### src/rtl/bp_update_scheduler_pkg.sv
// Shared types and defaults for the branch-predictor update scheduler.
// The entry payload is the training tuple handed to the predictor's update port.
package bp_update_scheduler_pkg;

    localparam int unsigned XLEN         = 32;
    localparam int unsigned BP_UPD_DEPTH = 8;

    typedef struct packed {
        logic [XLEN-1:0] pc;
        logic            taken;
        logic [XLEN-1:0] target;
    } bp_upd_entry_t;

endpackage

### src/rtl/bp_update_scheduler_if.sv
// ROB-side retire inputs, predictor-side update handshake and status counters.
// The slave modport is the scheduler's view; the master modport drives it.
interface bp_update_scheduler_if
    import bp_update_scheduler_pkg::*;
#(
    parameter int unsigned DEPTH = BP_UPD_DEPTH
);
    localparam int unsigned CNT_W = $clog2(DEPTH) + 1;

    logic            in0_valid;
    logic [XLEN-1:0] in0_pc;
    logic            in0_taken;
    logic [XLEN-1:0] in0_target;
    logic            in1_valid;
    logic [XLEN-1:0] in1_pc;
    logic            in1_taken;
    logic [XLEN-1:0] in1_target;
    logic            in_ready;
    logic            upd_valid;
    logic [XLEN-1:0] upd_pc;
    logic            upd_taken;
    logic [XLEN-1:0] upd_target;
    logic            upd_ready;
    logic [CNT_W-1:0] count;
    logic [15:0]     drop_cnt;

    modport slave (
        input  in0_valid, in0_pc, in0_taken, in0_target,
        input  in1_valid, in1_pc, in1_taken, in1_target,
        input  upd_ready,
        output in_ready, upd_valid, upd_pc, upd_taken, upd_target,
        output count, drop_cnt
    );

    modport master (
        output in0_valid, in0_pc, in0_taken, in0_target,
        output in1_valid, in1_pc, in1_taken, in1_target,
        output upd_ready,
        input  in_ready, upd_valid, upd_pc, upd_taken, upd_target,
        input  count, drop_cnt
    );

endinterface

### src/rtl/bp_update_scheduler_fifo.sv
// bp_upd_fifo: 2-write / 1-read circular buffer with occupancy count.
// push_n entries are written at tail (push0) and tail+1 (push1); the caller
// guarantees there is room and never pops an empty buffer.
module bp_upd_fifo
    import bp_update_scheduler_pkg::*;
#(
    parameter int unsigned DEPTH = BP_UPD_DEPTH
) (
    input  logic                   clk,
    input  logic                   reset,
    input  logic [1:0]             push_n,
    input  bp_upd_entry_t          push0,
    input  bp_upd_entry_t          push1,
    input  logic                   pop,
    output bp_upd_entry_t          head,
    output logic [$clog2(DEPTH):0] count,
    output logic [$clog2(DEPTH):0] count_next
);
    localparam int unsigned PTR_W = $clog2(DEPTH);
    localparam int unsigned CNT_W = PTR_W + 1;

    bp_upd_entry_t    mem_q [DEPTH];
    bp_upd_entry_t    mem_d [DEPTH];
    logic [PTR_W-1:0] head_q, head_d;
    logic [PTR_W-1:0] tail_q, tail_d;
    logic [CNT_W-1:0] count_q, count_d;

    // Next-state for storage, pointers and occupancy
    always_comb begin
        mem_d   = mem_q;
        head_d  = head_q;
        tail_d  = tail_q;
        count_d = count_q;
        if (push_n != 2'd0) begin
            mem_d[tail_q] = push0;
        end
        if (push_n == 2'd2) begin
            mem_d[tail_q + PTR_W'(1)] = push1;
        end
        tail_d = tail_q + PTR_W'(push_n);
        if (pop) begin
            head_d = head_q + PTR_W'(1);
        end
        count_d = count_q + CNT_W'(push_n) - CNT_W'(pop);
    end

    // State registers; reset empties the buffer without draining it
    always_ff @(posedge clk) begin
        if (reset) begin
            for (int i = 0; i < int'(DEPTH); i++) begin
                mem_q[i] <= '0;
            end
            head_q  <= '0;
            tail_q  <= '0;
            count_q <= '0;
        end else begin
            mem_q   <= mem_d;
            head_q  <= head_d;
            tail_q  <= tail_d;
            count_q <= count_d;
        end
    end

    assign head       = mem_q[head_q];
    assign count      = count_q;
    assign count_next = count_d;

endmodule

### src/rtl/bp_update_scheduler.sv
// bp_update_scheduler: funnels up to two retiring branch updates per cycle
// into the predictor's single in-order update port through bp_upd_fifo.
// Optional zero-latency bypass of an empty queue: define BP_UPD_BYPASS_EN.
module bp_update_scheduler
    import bp_update_scheduler_pkg::*;
#(
    parameter int unsigned DEPTH = BP_UPD_DEPTH
) (
    input  logic                  clk,
    input  logic                  reset,
    bp_update_scheduler_if.slave  bus
);
    localparam int unsigned CNT_W = $clog2(DEPTH) + 1;

    bp_upd_entry_t    in0_e, in1_e, push0, push1, fifo_head, upd_e;
    logic [1:0]       push_n;
    logic             pop, any_in, accept, fifo_nonempty;
    logic             byp_active, byp_take, upd_valid_c;
    logic [CNT_W-1:0] fifo_count, fifo_count_next;
    logic             in_ready_q, in_ready_d;
    logic [15:0]      drop_cnt_q, drop_cnt_d;

    bp_upd_fifo #(.DEPTH(DEPTH)) u_fifo (
        .clk        (clk),
        .reset      (reset),
        .push_n     (push_n),
        .push0      (push0),
        .push1      (push1),
        .pop        (pop),
        .head       (fifo_head),
        .count      (fifo_count),
        .count_next (fifo_count_next)
    );

    // Enqueue selection, pop, bypass, output mux and drop accounting
    always_comb begin
        in0_e         = '{pc: bus.in0_pc, taken: bus.in0_taken, target: bus.in0_target};
        in1_e         = '{pc: bus.in1_pc, taken: bus.in1_taken, target: bus.in1_target};
        fifo_nonempty = (fifo_count != '0);
        any_in        = bus.in0_valid | bus.in1_valid;
        accept        = any_in & in_ready_q;
        byp_active    = 1'b0;
        byp_take      = 1'b0;
        push_n        = 2'd0;
        push0         = in0_e;
        push1         = in1_e;
        upd_e         = '0;
        drop_cnt_d    = drop_cnt_q;

`ifdef BP_UPD_BYPASS_EN
        byp_active = ~fifo_nonempty & in_ready_q & any_in;
        byp_take   = byp_active & bus.upd_ready;
`endif

        // The oldest valid input is the one bypassed; only the younger is queued then
        if (accept) begin
            if (bus.in0_valid && bus.in1_valid) begin
                if (byp_take) begin
                    push_n = 2'd1;
                    push0  = in1_e;
                end else begin
                    push_n = 2'd2;
                end
            end else if (!byp_take) begin
                push_n = 2'd1;
                push0  = bus.in0_valid ? in0_e : in1_e;
            end
        end

        pop         = fifo_nonempty & bus.upd_ready;
        upd_valid_c = fifo_nonempty | byp_active;
        if (fifo_nonempty) begin
            upd_e = fifo_head;
        end else if (byp_active) begin
            upd_e = bus.in0_valid ? in0_e : in1_e;
        end

        if (any_in && !in_ready_q && drop_cnt_q != 16'hFFFF) begin
            drop_cnt_d = drop_cnt_q + 16'd1;
        end
    end

    // in_ready reflects room for a full pair after this cycle's push/pop
    always_comb begin
        in_ready_d = (CNT_W'(DEPTH) - fifo_count_next) >= CNT_W'(2);
    end

    // Status registers
    always_ff @(posedge clk) begin
        if (reset) begin
            in_ready_q <= 1'b1;
            drop_cnt_q <= '0;
        end else begin
            in_ready_q <= in_ready_d;
            drop_cnt_q <= drop_cnt_d;
        end
    end

    assign bus.in_ready   = in_ready_q;
    assign bus.drop_cnt   = drop_cnt_q;
    assign bus.count      = fifo_count;
    assign bus.upd_valid  = upd_valid_c;
    assign bus.upd_pc     = upd_e.pc;
    assign bus.upd_taken  = upd_e.taken;
    assign bus.upd_target = upd_e.target;

endmodule

### src/flat_wrapper.sv
// flat-port wrapper written by rule: the top's interface ports become plain ports
module bp_update_scheduler_flat import bp_update_scheduler_pkg::*;
#(
    parameter int unsigned DEPTH = BP_UPD_DEPTH
)
  (clk, reset, bus_in0_valid, bus_in0_pc, bus_in0_taken, bus_in0_target, bus_in1_valid, bus_in1_pc, bus_in1_taken, bus_in1_target, bus_upd_ready, bus_in_ready, bus_upd_valid, bus_upd_pc, bus_upd_taken, bus_upd_target, bus_count, bus_drop_cnt);
  bp_update_scheduler_if #(.DEPTH(DEPTH)) bus_i ();
  input  logic clk;
  input  logic reset;
  input wire logic [$bits(bus_i.in0_valid)-1:0] bus_in0_valid;
  input wire logic [$bits(bus_i.in0_pc)-1:0] bus_in0_pc;
  input wire logic [$bits(bus_i.in0_taken)-1:0] bus_in0_taken;
  input wire logic [$bits(bus_i.in0_target)-1:0] bus_in0_target;
  input wire logic [$bits(bus_i.in1_valid)-1:0] bus_in1_valid;
  input wire logic [$bits(bus_i.in1_pc)-1:0] bus_in1_pc;
  input wire logic [$bits(bus_i.in1_taken)-1:0] bus_in1_taken;
  input wire logic [$bits(bus_i.in1_target)-1:0] bus_in1_target;
  input wire logic [$bits(bus_i.upd_ready)-1:0] bus_upd_ready;
  output wire logic [$bits(bus_i.in_ready)-1:0] bus_in_ready;
  output wire logic [$bits(bus_i.upd_valid)-1:0] bus_upd_valid;
  output wire logic [$bits(bus_i.upd_pc)-1:0] bus_upd_pc;
  output wire logic [$bits(bus_i.upd_taken)-1:0] bus_upd_taken;
  output wire logic [$bits(bus_i.upd_target)-1:0] bus_upd_target;
  output wire logic [$bits(bus_i.count)-1:0] bus_count;
  output wire logic [$bits(bus_i.drop_cnt)-1:0] bus_drop_cnt;
  assign bus_i.in0_valid = bus_in0_valid;
  assign bus_i.in0_pc = bus_in0_pc;
  assign bus_i.in0_taken = bus_in0_taken;
  assign bus_i.in0_target = bus_in0_target;
  assign bus_i.in1_valid = bus_in1_valid;
  assign bus_i.in1_pc = bus_in1_pc;
  assign bus_i.in1_taken = bus_in1_taken;
  assign bus_i.in1_target = bus_in1_target;
  assign bus_i.upd_ready = bus_upd_ready;
  assign bus_in_ready = bus_i.in_ready;
  assign bus_upd_valid = bus_i.upd_valid;
  assign bus_upd_pc = bus_i.upd_pc;
  assign bus_upd_taken = bus_i.upd_taken;
  assign bus_upd_target = bus_i.upd_target;
  assign bus_count = bus_i.count;
  assign bus_drop_cnt = bus_i.drop_cnt;
  bp_update_scheduler #(.DEPTH(DEPTH)) u_core (.clk(clk), .reset(reset), .bus(bus_i));
endmodule
### config.mk
export PLATFORM = sky130hd
export DESIGN_NAME = bp_update_scheduler_flat
export DESIGN_NICKNAME = d
export VERILOG_FILES = /design/src/rtl/bp_update_scheduler_pkg.sv /design/src/rtl/bp_update_scheduler_if.sv /design/src/rtl/bp_update_scheduler_fifo.sv /design/src/rtl/bp_update_scheduler.sv /design/src/flat_wrapper.sv
export SDC_FILE = /design/constraint.sdc
export NUM_CORES = 2
export LEC_CHECK = 0
export BUFFER_PORTS_ARGS = -buffer_cell sky130_fd_sc_hd__buf_2
export CELL_PAD_IN_SITES_DETAIL_PLACEMENT = 0
export CELL_PAD_IN_SITES_GLOBAL_PLACEMENT = 1
export CORE_MARGIN = 4
export CORE_UTILIZATION = 42
export DETAILED_ROUTE_END_ITERATION = 10
export GPL_TIMING_DRIVEN = 0
export HOLD_SLACK_MARGIN = 0.1
export PLACE_DENSITY_LB_ADDON = 0.1
export SLEW_MARGIN = 20
export SYNTH_ARGS = -nofsm -noshare
export SYNTH_HDL_FRONTEND = slang
export SYNTH_HIERARCHICAL = 1
export SYNTH_SLANG_ARGS = --single-unit
### constraint.sdc
create_clock -name clk -period 3.5 [get_ports clk]
set_clock_uncertainty 0.15 [all_clocks]
set_input_delay 0.35 -clock clk [delete_from_list [all_inputs] [get_ports clk]]
set_output_delay 0.35 -clock clk [all_outputs]
set_load 0.05 [all_outputs]
After elaboration in Yosys (flattened, before gate mapping)
Index checks and enable logic that the tools add are counted.
- register bits after elaboration: 547
- input port bits: 135
- output and inout port bits: 87
- word-level logic and storage cells: 75
- add/sub/neg operators: 7
- $lt $le $gt $ge: 6
- equality and inequality tests: 2
- mux-type cells: 17
- bitwise gates (word level): 6
- reduce and logical (&&, ||, !) cells: 8
- operator list (kind ; number):
    520-bit bitwise mux ; 2
    520-bit 2-to-1 mux ; 2
    65-bit 2-to-1 mux ; 8
    65-bit demux with 3-bit select ; 2
    65-bit binary-select mux with 3-bit select ; 1
    16-bit by 1-bit adder with 16-bit output, second input constant ; 1
    16-bit inequality test, second input constant ; 1
    4-bit greater-or-equal comparator, second input constant ; 3
    3-bit NOT with 4-bit output ; 3
    4-bit by 1-bit less-than comparator with 1-bit output, second input constant ; 2
    3-bit by 1-bit adder with 3-bit output, second input constant ; 2
    1-bit logical AND ; 5
    4-bit by 2-bit adder with 4-bit output ; 1
    4-bit by 2-bit greater-or-equal comparator with 1-bit output, second input constant ; 1
    2-bit 2-to-1 mux ; 2
    4-bit nonzero test ; 1
    4-bit by 1-bit subtractor with 4-bit output ; 1
    4-bit subtractor, first input constant ; 1
    3-bit by 2-bit adder with 3-bit output ; 1
    1-bit bitwise AND ; 2
    2-bit equality test, second input constant ; 1
    2-bit nonzero test ; 1
    1-bit zero test ; 1
    1-bit OR ; 1

Longest topological paths before layout
- depth in word-level cells: 9
- gate-level depth with buffers: 13
- gate-level depth less buffers: 12

Hierarchy
The synthesis kept the hierarchy.
- by module, submodules not included (module ; times used ; cells an instance ; area an instance (µm²) ; seq. area each (µm²)):
    bp_upd_fifo ; 1 ; 3628 ; 30764.5 ; 10610.2
    bp_update_scheduler ; 1 ; 252 ; 2117.0 ; 340.3

Least setup slack after synthesis
Ideal clock, no wire load.
- kind: reg-to-reg
- from: reg u_core.u_fifo.count_q[1] (netlist: u_core/u_fifo/count[1])
- to: reg u_core.in_ready_q (netlist: u_core/bus.in_ready)
- library setup time: 134 ps
- data arrival time: 3354 ps
- data required time: 3216 ps
- path slack: -138 ps
- stages on the path, launching flop included: 13
- path buffers: 1
- period minus slack after synthesis: 3638 ps
- cell sequence: dfxtp_1 > nor4_1 > clkbuf_1 > nor2b_1 > ha_1 > inv_1 > ha_1 > fa_1 > inv_1 > ha_1 > nor4bb_1 > a21oi_1 > or4_1
- cells in the longest elaborated chain, start to end: 5
- elaborated cells on any way between the ends: 6
- those cells by class: 3 x add/sub; 1 x order compare; 1 x bitwise; 1 x reduce/logical
- RTL lines (element ; RTL line ; text):
    start: declaration ; bp_update_scheduler_fifo.sv:26 ; logic [CNT_W-1:0] count_q, count_d;
    start signal: assignment ; bp_update_scheduler_fifo.sv:60 ; count_q <= count_d;
    4-bit nonzero test ; bp_update_scheduler.sv:39 ; fifo_nonempty = (fifo_count != '0);
    1-bit bitwise AND ; bp_update_scheduler.sv:70 ; pop = fifo_nonempty & bus.upd_ready;
    net u_core.pop ; bp_update_scheduler.sv:17 ; logic pop, any_in, accept, fifo_nonempty;
    4-bit by 1-bit subtractor with 4-bit output ; bp_update_scheduler_fifo.sv:44 ; count_d = count_q + CNT_W'(push_n) - CNT_W'(pop);
    net u_core.fifo_count_next[1] ; bp_update_scheduler.sv:19 ; logic [CNT_W-1:0] fifo_count, fifo_count_next;
    4-bit subtractor ; bp_update_scheduler.sv:85 ; in_ready_d = (CNT_W'(DEPTH) - fifo_count_next) >= CNT_W'(2);
    4-bit by 2-bit greater-or-equal comparator with 1-bit output ; bp_update_scheduler.sv:85 ;
    end signal: assignment ; bp_update_scheduler.sv:94 ; in_ready_q <= in_ready_d;
    end: declaration ; bp_update_scheduler.sv:20 ; logic in_ready_q, in_ready_d;
The timed path passes the listed nets, and every way through them passes these cells.
A chain may end at the register's enable or synchronous reset.

==> metrics.md <==
| Metric | Value |
|---|---|
| CTS Buffer Depth | `3` |
| Die width | `288 um` |
| Port bufs | `220` |
| Post-route insts no fill | `5,269` |
| WL/cell | `30.1 um` |
| CP Max Fanout | `10` |
| Clk root buf | `clkbuf_16` |
| Post-placement cell area | `about 35,000 um^2` |
| Final #Nets | `about 4,300` |
| Final core utilization | `about 50%` |
| Post-Route WL | `158 mm` |
| Final Wtd Congestion | `0.948` |
| Post-route ant nets | `0` |
| Dpl hpwl | `between 100 and 150 mm` |
| Power Total | `approximately 0.024 W` |
| CP Data Arrival Time | `3.00 ns` |
| Mapped cell area | `around 33,000 um^2` |
| Largest cells by area after synthesis | `dfxtp_1 (33%), a311oi_1 (13%), mux4_2 (8.9%)` |
| Final hold slack | `0.196 ns` |
| Post-synthesis sequential area ratio | `33.3%` |
| Crit path kind | `reg -> out` |
| Worst slew pin tran | `1.10 ns` |
| Synthesis-to-layout area growth | `15.1%` |
| TritonCTS clock tree | `yes` |
| IO Pins | `roughly 220` |
| Initial antenna violation count | `5` |
| Number of global-route vias before repair | `33,600` |
| Yosys warning count | `6` |
| Max-cap violations | `0` |
| Largest net degree at the start of global routing | `13` |
| Final setup vio count | `0` |
| Die H | `288 um` |
| DRT iter0 DRCs | `about 4,500` |
| Leakage | `roughly 12 nW` |
| RSZ-0062 raised after global routing | `yes` |
| Ys async rst share | `0%` |
| Synth Register Bits | `547` |
| Post-synth top area cell | `dfxtp_1` |
| CP Launch Type | `flop` |
| Core ar. | `77,500 um^2` |
| Share of layout cells above drive strength 1 | `18.3%` |
| DP Cell Count | `5,142` |
| Syn Area/Cell | `8.47 um^2` |
| CP Data Required Time | `roughly 3.0 ns` |
| Htree depth | `3` |
| Cts bufs inserted | `68` |
| Starting Density | `42.4%` |
| Crit end category | `output port` |
| Overall routing resource usage | `36.9%` |
| Top-area cell type share of the netlist area | `33.3%` |
| Skew-Pair Late Insertion Delay | `between 0.6 and 0.7 ns` |
| Power Dens Cells | `629 nW/um^2` |
| Design Area, Final | `37,800 um^2` |
| Final worst path period need | `3.50 ns` |
| FMAX | `between 0.2 and 0.3 GHz` |
| Post-synth EDFFs | `0` |
| Status | `complete, no violations` |
| Max Slew Vio Count | `0` |
| Worst VDD drop | `roughly 0.34 mV` |
| Syn_nets | `4,028` |
| Period utilisation layout | `between 90% and 100%` |
| Synth cell types | `57` |
| Most common library cells after synthesis | `dfxtp_1 (547), nand2_1 (526), nor3_1 (507), clkbuf_1 (497), a311oi_1 (470)` |
| Via Count | `approximately 35,000` |
| Worst-path clk slew | `0.06 ns` |
| Worst hold path class | `in -> reg` |
| Global route total overflow | `0` |
| 1st-pass router iterations | `6` |
| First-pass GRT wire length | `230 mm` |
| Rel. slew slack | `26.9%` |
| Most used DFF post-synth | `dfxtp_1` |
| Std-Cell Rows | `102` |
| Leading cell type by number of instances after synthesis | `dfxtp_1` |
| Endpoints failing hold | `0` |
| TritonCTS Sinks | `547` |
| Drt drc | `0` |
| Drt via density | `6.73` |
| DIE AREA | `82,800 um^2` |
| Mapped Cells | `3,880` |
## worst max-delay path: stages (launching register included)
cell and delay [ns]:
dfxtp_1 0.37, clkbuf_2 0.58, clkbuf_1 0.58, mux2_2 0.41, nor2b_1 0.16, buf_2 0.26
## kinds of logic after synthesis
family                   Yosys count  synth area share, %
AO/OA/AOI/OAI                   1012                 22.5
XOR/XNOR                          11                0.339
adder cells (fa/ha/maj)           13                0.540
buffers and inverters            588                 7.03
flip-flops                       547                 33.3
multiplexers                     263                 13.5
AND/OR/NAND/NOR                 1446                 22.8
## final cells by class
type	instances	area (um^2)
antenna	8	20.0
buffer	572	2460
clock buffer	103	2030
clock inverter	13	146
fill	7730	39600
inverter	14	52.6
multi-input combinational	2745	19700
sequential	547	11000
tap	1040	1300
timing repair buffer	227	1200
## metrics by stage
stage	TNS (ns)	setup slack, ns
after floorplan	0	0.0437
after global placement	-266.48	-1.13
after detailed placement	-99.87	-0.723
after CTS	0	0.00491
after global routing	-0.0706	-0.0108
final	0	0.00187
## power by group
| part | internal [W] | switching, W |
|---|---|---|
| clock network | 0.00414 | 0.00302 |
| logic | 0.00282 | 0.00670 |
| registers | 0.00681 | 0.000335 |
## layer usage
metal	wire length, um	global-route usage (%)	vias to the layer above
met5	64	0.536	-
met4	7630	16.1	4
met3	18000	9.40	386
met2	68100	55.3	2236
met1	64500	50.2	17400
li1	-	-	15400
## path summary, 6_finish.rpt
kind | startpoint | end | slack (ns) | cells after the start
hold reg to reg | u_core/u_fifo/mem_q[63]$_SDFF_PP0_ | u_core/u_fifo/mem_q[63]$_SDFF_PP0_ | 0.33 | 2
hold / removal | reset | u_core/u_fifo/count[3]$_SDFF_PP0_ | 0.20 | 3
setup / recovery | u_core/u_fifo/head_q[2]$_SDFFE_PP0P_ | bus_upd_target[15] | 0.002 | 5
setup reg to reg | u_core/bus.in_ready$_SDFF_PP1_ | u_core/u_fifo/mem_q[256]$_SDFF_PP0_ | 0.01 | 8
## cells in the final DEF, fill, tap and decap left out, types with 5 or more instances in the layout
master	n
dfxtp_1	545
nand2_1	526
nor3_1	507
a311oi_1	470
clkbuf_1	461
o21ai_0	461
buf_2	253
mux2_2	131
mux4_2	130
and3b_1	130
clkbuf_16	72
nor2b_1	71
nand4_1	69
nor3b_1	65
a311oi_2	50
clkbuf_2	49
nor4_1	17
buf_1	16
clkbuf_8	15
inv_1	14
buf_6	13
nor2_1	12
a21oi_1	12
ha_1	11
buf_4	9
nand2b_1	9
diode_2	8
clkbuf_4	8
xor2_1	6
nand3_1	6
o31ai_1	6
or4_1	5
## what timing repair did
action	CTS	global route
endpoints found under the setup margin	265	317
pin swaps	1	0
gates resized for setup	60	43
hold buffers	2	0
buffers inserted	1	2
hold endpoints to repair	8	0
## state kept, by name (all words and copies together) (netlist names)
signal	cells
u_core/bus.drop_cnt	16
u_core/u_fifo/head_q	3
u_core/u_fifo/count	4
u_core/u_fifo/tail_q	3
u_core/bus.in_ready	1
u_core/u_fifo/mem_q	520
No activity file was read; power rests on OpenSTA's default activity.
